[src/rtl/scan_mux_pkg.sv]
// Shared definitions for the channel scan multiplexer: mode encodings, FSM states
// and the wrapping channel increment.
package scan_mux_pkg;

    localparam logic MODE_MANUAL = 1'b0;
    localparam logic MODE_SCAN   = 1'b1;

    typedef enum logic {
        StManual = MODE_MANUAL,
        StScan   = MODE_SCAN
    } state_e;

    localparam state_e STATE_RESET = StManual;

    // Explicit wrap so non-power-of-two channel counts never reach an empty index.
    function automatic int unsigned next_ch(input int unsigned cur, input int unsigned nch);
        return (cur >= nch - 1) ? 0 : cur + 1;
    endfunction

endpackage

[src/rtl/chan_out_reg.sv]
// Single-entry valid/ready output register carrying a data word and its source channel.
// can_take tells the producer side whether a word may be loaded this cycle.
module chan_out_reg #(
    parameter int unsigned W  = 8,
    parameter int unsigned CW = 3
) (
    input  logic          clk,
    input  logic          rst,
    input  logic          load,
    input  logic [W-1:0]  data,
    input  logic [CW-1:0] ch,
    output logic          can_take,
    output logic [W-1:0]  out_data,
    output logic [CW-1:0] out_ch,
    output logic          out_valid,
    input  logic          out_ready
);

    logic [W-1:0]  data_q;
    logic [CW-1:0] ch_q;
    logic          valid_q;

    // Full throughput: a draining word frees the slot in the same cycle.
    assign can_take  = !valid_q || out_ready;
    assign out_data  = data_q;
    assign out_ch    = ch_q;
    assign out_valid = valid_q;

    always_ff @(posedge clk) begin
        if (rst) begin
            data_q  <= '0;
            ch_q    <= '0;
            valid_q <= 1'b0;
        end else if (load) begin
            data_q  <= data;
            ch_q    <= ch;
            valid_q <= 1'b1;
        end else if (out_ready) begin
            valid_q <= 1'b0;
        end
    end

endmodule

[src/rtl/chan_scan_mux.sv]
// N-channel registered multiplexer with valid/ready on every port; the current
// channel is either host-loaded (manual) or swept round-robin with an idle dwell (scan).
module chan_scan_mux
    import scan_mux_pkg::*;
#(
    parameter int unsigned NCH   = 8,
    parameter int unsigned W     = 8,
    parameter int unsigned SELW  = $clog2(NCH),
    parameter int unsigned DWELL = 4
) (
    input  logic              clk,
    input  logic              rst,
    input  logic [NCH*W-1:0]  in_data,
    input  logic [NCH-1:0]    in_valid,
    output logic [NCH-1:0]    in_ready,
    input  logic              mode,
    input  logic [SELW-1:0]   sel,
    input  logic              sel_load,
    output logic [W-1:0]      out_data,
    output logic [SELW-1:0]   out_ch,
    output logic              out_valid,
    input  logic              out_ready
);

    localparam int unsigned CNTW = (DWELL > 1) ? $clog2(DWELL) : 1;

    state_e            state_q, state_d;
    logic [SELW-1:0]   cur_ch_q, cur_ch_d;
    logic [CNTW-1:0]   dwell_q, dwell_d;
    logic              can_take;
    logic              take;
    logic              cur_valid;
    logic [W-1:0]      cur_data;
    logic [SELW-1:0]   adv_ch;
    logic              sel_ok;
    logic              dwell_done;

    always_comb begin
        cur_valid = 1'b0;
        cur_data  = '0;
        in_ready  = '0;
        for (int unsigned k = 0; k < NCH; k++) begin
            if (cur_ch_q == SELW'(k)) begin
                cur_valid   = in_valid[k];
                cur_data    = in_data[k*W +: W];
                in_ready[k] = can_take && !rst;
            end
        end
    end

    assign take       = cur_valid && can_take && !rst;
    assign adv_ch     = SELW'(next_ch(32'(cur_ch_q), NCH));
    assign sel_ok     = 32'(sel) < NCH;
    assign dwell_done = dwell_q == CNTW'(DWELL - 1);

    always_comb begin
        state_d  = (mode == MODE_SCAN) ? StScan : StManual;
        cur_ch_d = cur_ch_q;
        dwell_d  = dwell_q;

        unique case (state_q)
            StManual: begin
                if (sel_load && sel_ok) begin
                    cur_ch_d = sel;
                end
            end
            StScan: begin
                if (take) begin
                    cur_ch_d = adv_ch;
                    dwell_d  = '0;
                end else if (!cur_valid) begin
                    if (dwell_done) begin
                        cur_ch_d = adv_ch;
                        dwell_d  = '0;
                    end else begin
                        dwell_d = dwell_q + CNTW'(1);
                    end
                end
                // Valid but backpressured: hold the channel and do not count.
            end
            default: begin
                state_d = STATE_RESET;
            end
        endcase

        if (state_d != state_q) begin
            dwell_d = '0;
        end
    end

    always_ff @(posedge clk) begin
        if (rst) begin
            state_q  <= STATE_RESET;
            cur_ch_q <= '0;
            dwell_q  <= '0;
        end else begin
            state_q  <= state_d;
            cur_ch_q <= cur_ch_d;
            dwell_q  <= dwell_d;
        end
    end

    chan_out_reg #(
        .W  (W),
        .CW (SELW)
    ) u_out_reg (
        .clk       (clk),
        .rst       (rst),
        .load      (take),
        .data      (cur_data),
        .ch        (cur_ch_q),
        .can_take  (can_take),
        .out_data  (out_data),
        .out_ch    (out_ch),
        .out_valid (out_valid),
        .out_ready (out_ready)
    );

endmodule

[config.mk]
export PLATFORM = sky130hd
export DESIGN_NAME = chan_scan_mux
export DESIGN_NICKNAME = d
export VERILOG_FILES = /design/src/rtl/scan_mux_pkg.sv /design/src/rtl/chan_out_reg.sv /design/src/rtl/chan_scan_mux.sv
export SDC_FILE = /design/constraint.sdc
export NUM_CORES = 1
export LEC_CHECK = 0
export CORE_ASPECT_RATIO = 1.5
export CORE_MARGIN = 2
export CORE_UTILIZATION = 37
export CTS_CLUSTER_SIZE = 12
export DETAILED_ROUTE_END_ITERATION = 8
export GPL_ROUTABILITY_DRIVEN = 0
export GPL_TIMING_DRIVEN = 0
export HOLD_SLACK_MARGIN = 0.12
export PLACE_DENSITY = 0.8
export SLEW_MARGIN = 25
export SYNTH_ARGS = -nofsm -noshare
export SYNTH_HDL_FRONTEND = slang
export SYNTH_SLANG_ARGS = --single-unit
[constraint.sdc]
create_clock -name clk -period 3.2 [get_ports clk]
set_input_delay 0.32 -clock clk [delete_from_list [all_inputs] [get_ports clk]]
set_output_delay 0.32 -clock clk [all_outputs]
set_load 0.03 [all_outputs]
---- After elaboration in Yosys (flattened, before gate mapping) ----
Index checks and enable logic that the tools add are counted.
word-level totals
  input port bits ......................... 80
  register bits after elaboration ......... 18
  output and inout port bits .............. 20
  word-level logic and storage cells ...... 70
cells by class
  magnitude comparators ................... 1
  mux-type cells .......................... 36
  equal/unequal tests ..................... 13
  reductions and logical operators ........ 11
  bitwise logic cells ..................... 1
  add/subtract/negate cells ............... 2
operators with widths
  kind                                                                     number
  8-bit 2-to-1 mux                                                         8
  1-bit 2-to-1 mux                                                         19
  3-bit 2-to-1 mux                                                         5
  3-bit == test, second input constant                                     4
  3-bit by 2-bit == test with 1-bit output, second input constant          2
  2-bit 2-to-1 mux                                                         3
  3-bit one-hot mux with 2 select lines                                    1
  2-bit inequality test, second input constant                             2
  3-bit by 1-bit adder with 3-bit output, second input constant            1
  3-bit by 1-bit == test with 1-bit output, second input constant          1
  3-bit greater-or-equal comparator, second input constant                 1
  1-bit logical AND                                                        3
  3-bit zero test                                                          1
  3-bit by 1-bit inequality test with 1-bit output, second input constant  1
  3-bit inequality test, second input constant                             1
  3-bit AND reduction                                                      1
  2-bit by 1-bit adder with 2-bit output, second input constant            1
  2-bit == test, second input constant                                     1
  1-bit zero test                                                          2
  2-bit AND reduction                                                      1
  2-bit nonzero test                                                       1
  2-bit OR reduction                                                       1
  1-bit logical OR                                                         1
  1-bit inequality test                                                    1
  1-bit inverter                                                           1

---- Longest topological paths before layout ----
  word-level depth ........................ 13
  depth in mapped cells ................... 12
  gate-level depth less buffers ........... 8

---- Hierarchy ----
From an unflattened synthesis, not the netlist that was laid out.
second synthesis, totals
  cells, all modules ...................... 223
  area, all modules ....................... 1591.5 um^2
modules (own cells, without submodules)
  module         area an instance (um^2)  instances  cells each  sequential area each (um^2)
  chan_scan_mux  1168.6                   1          184         120.1
  chan_out_reg   422.9                    1          39          240.2

---- Least setup slack after synthesis ----
OpenSTA, ideal clock, no wires.
  kind .................................... flip-flop to flip-flop
  from .................................... register cur_ch_q[2]
  to ...................................... register cur_ch_q[2]
  period minus slack after synthesis ...... 2.674 ns
  required time ........................... 3.076 ns
  stages on the path, launching flop included .. 12
  path buffers ............................ 3
  arrival time ............................ 2.550 ns
  library setup time ...................... 0.124 ns
  setup slack ............................. 0.526 ns
  cells stage by stage .................... dfxtp_1 > buf_6 > clkbuf_1 > inv_1 > ha_1 > or2_1 > buf_6 > a221o_1 > a311o_1 > o32a_1 > o221ai_1 > a31oi_1
between the ends
  cells in the longest elaborated chain, start to end .. 13
  elaborated cells between the ends (all ways) .. 28
  those cells by class .................... add/sub: 1; order compare: 1; eq/ne: 9; mux: 13; reduce/logical: 4
ends and longest elaborated chain
  what                                                                                    line                 text
  from (decl)                                                                             chan_scan_mux.sv:28  logic [SELW-1:0] cur_ch_q, cur_ch_d;
  from (signal assigned)                                                                  chan_scan_mux.sv:98  cur_ch_q <= cur_ch_d;
  3-bit zero test                                                                         chan_scan_mux.sv:43  if (cur_ch_q == SELW'(k)) begin
  1-bit 2-to-1 mux (8 in series)                                                          chan_scan_mux.sv:43
  1-bit logical AND (2 in series)                                                         chan_scan_mux.sv:51  assign take = cur_valid && can_take && !rst;
  3-bit by 1-bit inequality test with 1-bit output (no line) (tied with other cells)      -
  3-bit AND reduction (no line) or 3-bit one-hot mux with 2 select lines (tied branches)  -
Several ways; a longest one is shown, not always the timed one. The select of a mux whose other input is x is not followed.
A chain may end at the register's enable or synchronous reset.

---- Final worst setup path ----
  from .................................... register cur_ch_q[0]
  to ...................................... output in_ready[5]
between the ends
  cells in the longest elaborated chain, start to end .. 2
ends and longest elaborated chain
  what              line                 text
  3-bit == test     chan_scan_mux.sv:43
  1-bit 2-to-1 mux  chan_scan_mux.sv:43
  to (decl)         chan_scan_mux.sv:15  output logic [NCH-1:0] in_ready,
No other way between the ends.

==> impl_metrics.toml <==
[synthesis]
syn_avg_cell_area_um2 = 6.970
synthTopCellsByArea = "dfxtp_1 (22%), nand2_1 (7.4%), nor2b_1 (6.2%)"
syn-num-nets = 320
postSynthCellCount = 233
synth_largest_area_cell = "dfxtp_1"
ys_seq_area_frac = 0.2219
syn_area_um2 = 1624
yosys.area.top_type_share = 0.2219
yosysWarnings = 0
yosysUniqueCellTypes = 40
synth_seq_cells = 18

[global_route]
grt_max_degree = 11
overflow = 0
antenna_found_initial = 0
track_usage = 0.2410
grt_pass1_wl_mm = 9.515
grt_pass1_vias = 2083

[timing]
fmax_mhz = 328.3
fin_crit_sh = 0.9520
setup_slack_ps = 153.6
final.setup_skew_ps = 1.869
period_needed_ps = 3046
final-setup-viol-count = 0
rsz0062_at_grt = "yes"
setup_tns_ps = 0
hold_violations = 0
whs_ps = 463.0
worst_slew_pin_slew_ps = 495.1
report.final.slew_viol_count = 0
relSlewSlack = 0.6700

[place]
dp_hpwl_mm = 4.809
dp_slack_ps = 97.31
portBuffers = 99
numPlacedInstances = 378
placed_cell_area_um2 = 2673

[min_path]
hp-class = "reg -> reg"

[clocking]
cts.clk_slew.worst_paths_ps = 70
cts_tree = "built"
cts-root-buf = "clkbuf_8"
insertion_delay_ps = 250
cts_buffer_depth = 2
postCtsSetupBuffers = 0
clock_sinks = 18
numCtsBuffers = 3
cts_max_level = 1

[power_and_ir_drop]
power_density_nw_per_um2 = 352.3
power.total_mw = 0.9633
power_frac_clock = 0.191
p_switching_mw = 0.3392
switching_share = 0.3521
p_int_mw = 0.6241
vdd.ir_drop.worst_mv = 0.3387
pwr-share-seq = 0.291
pwr-share-comb = 0.518
cellLeakagePower_nw = 1.057

[critical_path]
cp_slowest_stage_delay_ps = 670
start_kind = "flop"
path_max_fanout = 10
arrival_ps = 2730
path_class = "reg -> out"
cp_cell_sequence = "ha_1 > clkbuf_1 > clkbuf_2 > and2_2 > and3_1 > clkdlybuf4s50_1"
crit_required_ps = 2880
cp-end-kind = "output port"
cpMaxStageDelayCell = "clkdlybuf4s50_1"

[route]
dr.first_iter.drc_count = 40
vias = 2148
via_per_inst = 5.638
drc = 0
antenna_left = 0
wl_per_cell_um = 15.22
drt_first_pass_iters = 4
routed_wirelength_mm = 5.798

[floorplan]
num_io_pins = 100
die_width_um = 58.10
start_util = 0.3859
rows = 29
core_um2 = 4209
die_area_um2 = 4946
die_h_um = 85.14

[finish]
final_area_um2 = 2734
layout.cells.non_filler = 381
n_antenna_cell = 0
area_growth_syn_to_layout_pct = 68.34
final_common_cell = "clkdlybuf4s50_1"
fin_util = 0.6495
mostFrequentLayoutCells = "clkdlybuf4s50_1 (99), nand2_1 (31), nor2_1 (19), a21oi_1 (19), dfxtp_1 (18)"
nNetsFinal = 423
drive_gt1_frac = 0.04478

[run_status]
status = "finished clean"

[flow_run]
max_cap_violations = 0
cell families (layout without fill, tap and decap cells):
kind of cell,count (synthesis),in the layout,share of synthesized area
and+or+nand+nor,102,102,0.3182
AOI/OAI and AO/OA,77,77,0.3213
buffers and inverters,27,129,0.07319
DFF,18,18,0.2219
adders and majority gates,7,7,0.05393
xor gates and xnor gates,1,1,0.005394
muxes,1,1,0.006164
power groups by stage:
stage | sequential (mW) | clock [mW] | combinational (mW)
floorplan | 0.340 | 0 | 0.219
global placement | 0.284 | 0 | 0.488
detailed placement | 0.285 | 0 | 0.494
CTS | 0.280 | 0.185 | 0.497
global route | 0.285 | 0.193 | 0.542
finish | 0.280 | 0.184 | 0.499
flip-flops by register name, summed over array words and instances (netlist names):
signal / flops
u_out_reg.out_ch: 3
state_q: 1
dwell_q: 2
u_out_reg.out_data: 8
cur_ch_q: 3
u_out_reg.out_valid: 1
critical path, delay by kind of cell, from the launching register on:
family	cells	cell delay, ps
buffers and inverters	3	1260
AND/OR/NAND/NOR	2	500
flip-flops	1	480
adder cells (fa/ha/maj)	1	240
routing by layer:
layer  vias up  global-route usage  share of wire
met4         0              0.1036          0.035
met1       972              0.2749           0.39
met5         -                   0              0
li1       1061                   -              -
met3        17             0.03201          0.067
met2        98              0.4349           0.51
cells in the mapped netlist, drive strengths merged:
cell type  count
a211o          7
a211oi         2
a21boi         1
a21o           1
a21oi         19
a221o          1
a221oi         8
a311o          2
a311oi         4
a31oi          9
a32oi          2
and2           3
and3           6
buf            4
clkbuf        15
clkinv         1
dfxtp         18
ha             7
inv            7
mux2i          1
nand2         32
nand2b         2
nand3          6
nand3b         8
nor2          19
nor2b         16
nor3b          1
nor4           1
nor4b          1
o211ai         1
o21ai         15
o221ai         1
o22ai          1
o311a          1
o31a           1
o32a           1
or2            1
or3            6
xnor2          1
final timing paths:
| check | cells after the start | slack (ps) | endpoint | start |
|---|---|---|---|---|
| setup / recovery | 6 | 150 | in_ready[5] | cur_ch_q[0]$_SDFFE_PP0P_ |
| hold / removal | 2 | 460 | u_out_reg.out_ch[2]$_SDFFE_PP0P_ | u_out_reg.out_ch[2]$_SDFFE_PP0P_ |
| setup reg to reg | 11 | 280 | cur_ch_q[2]$_SDFFE_PP0P_ | cur_ch_q[2]$_SDFFE_PP0P_ |
| hold reg to reg | 2 | 460 | u_out_reg.out_ch[2]$_SDFFE_PP0P_ | u_out_reg.out_ch[2]$_SDFFE_PP0P_ |
area by class of cell:
type                       instances  area (um2)
timing repair buffer              99       991.0
fill                             381        1475
buffer                            18       91.34
sequential                        18       360.3
clock buffer                       4       55.05
multi-input combinational        188        1149
tap                               46       57.56
inverter                           8       30.03
what timing repair did:
action | 4_1_cts | 5_1_grt
pin swaps | 0 | 0
resized for setup | 1 | 10
setup endpoints to repair | 1 | 18
hold buffers | 0 | 0
(Power assumes the default switching activity.)
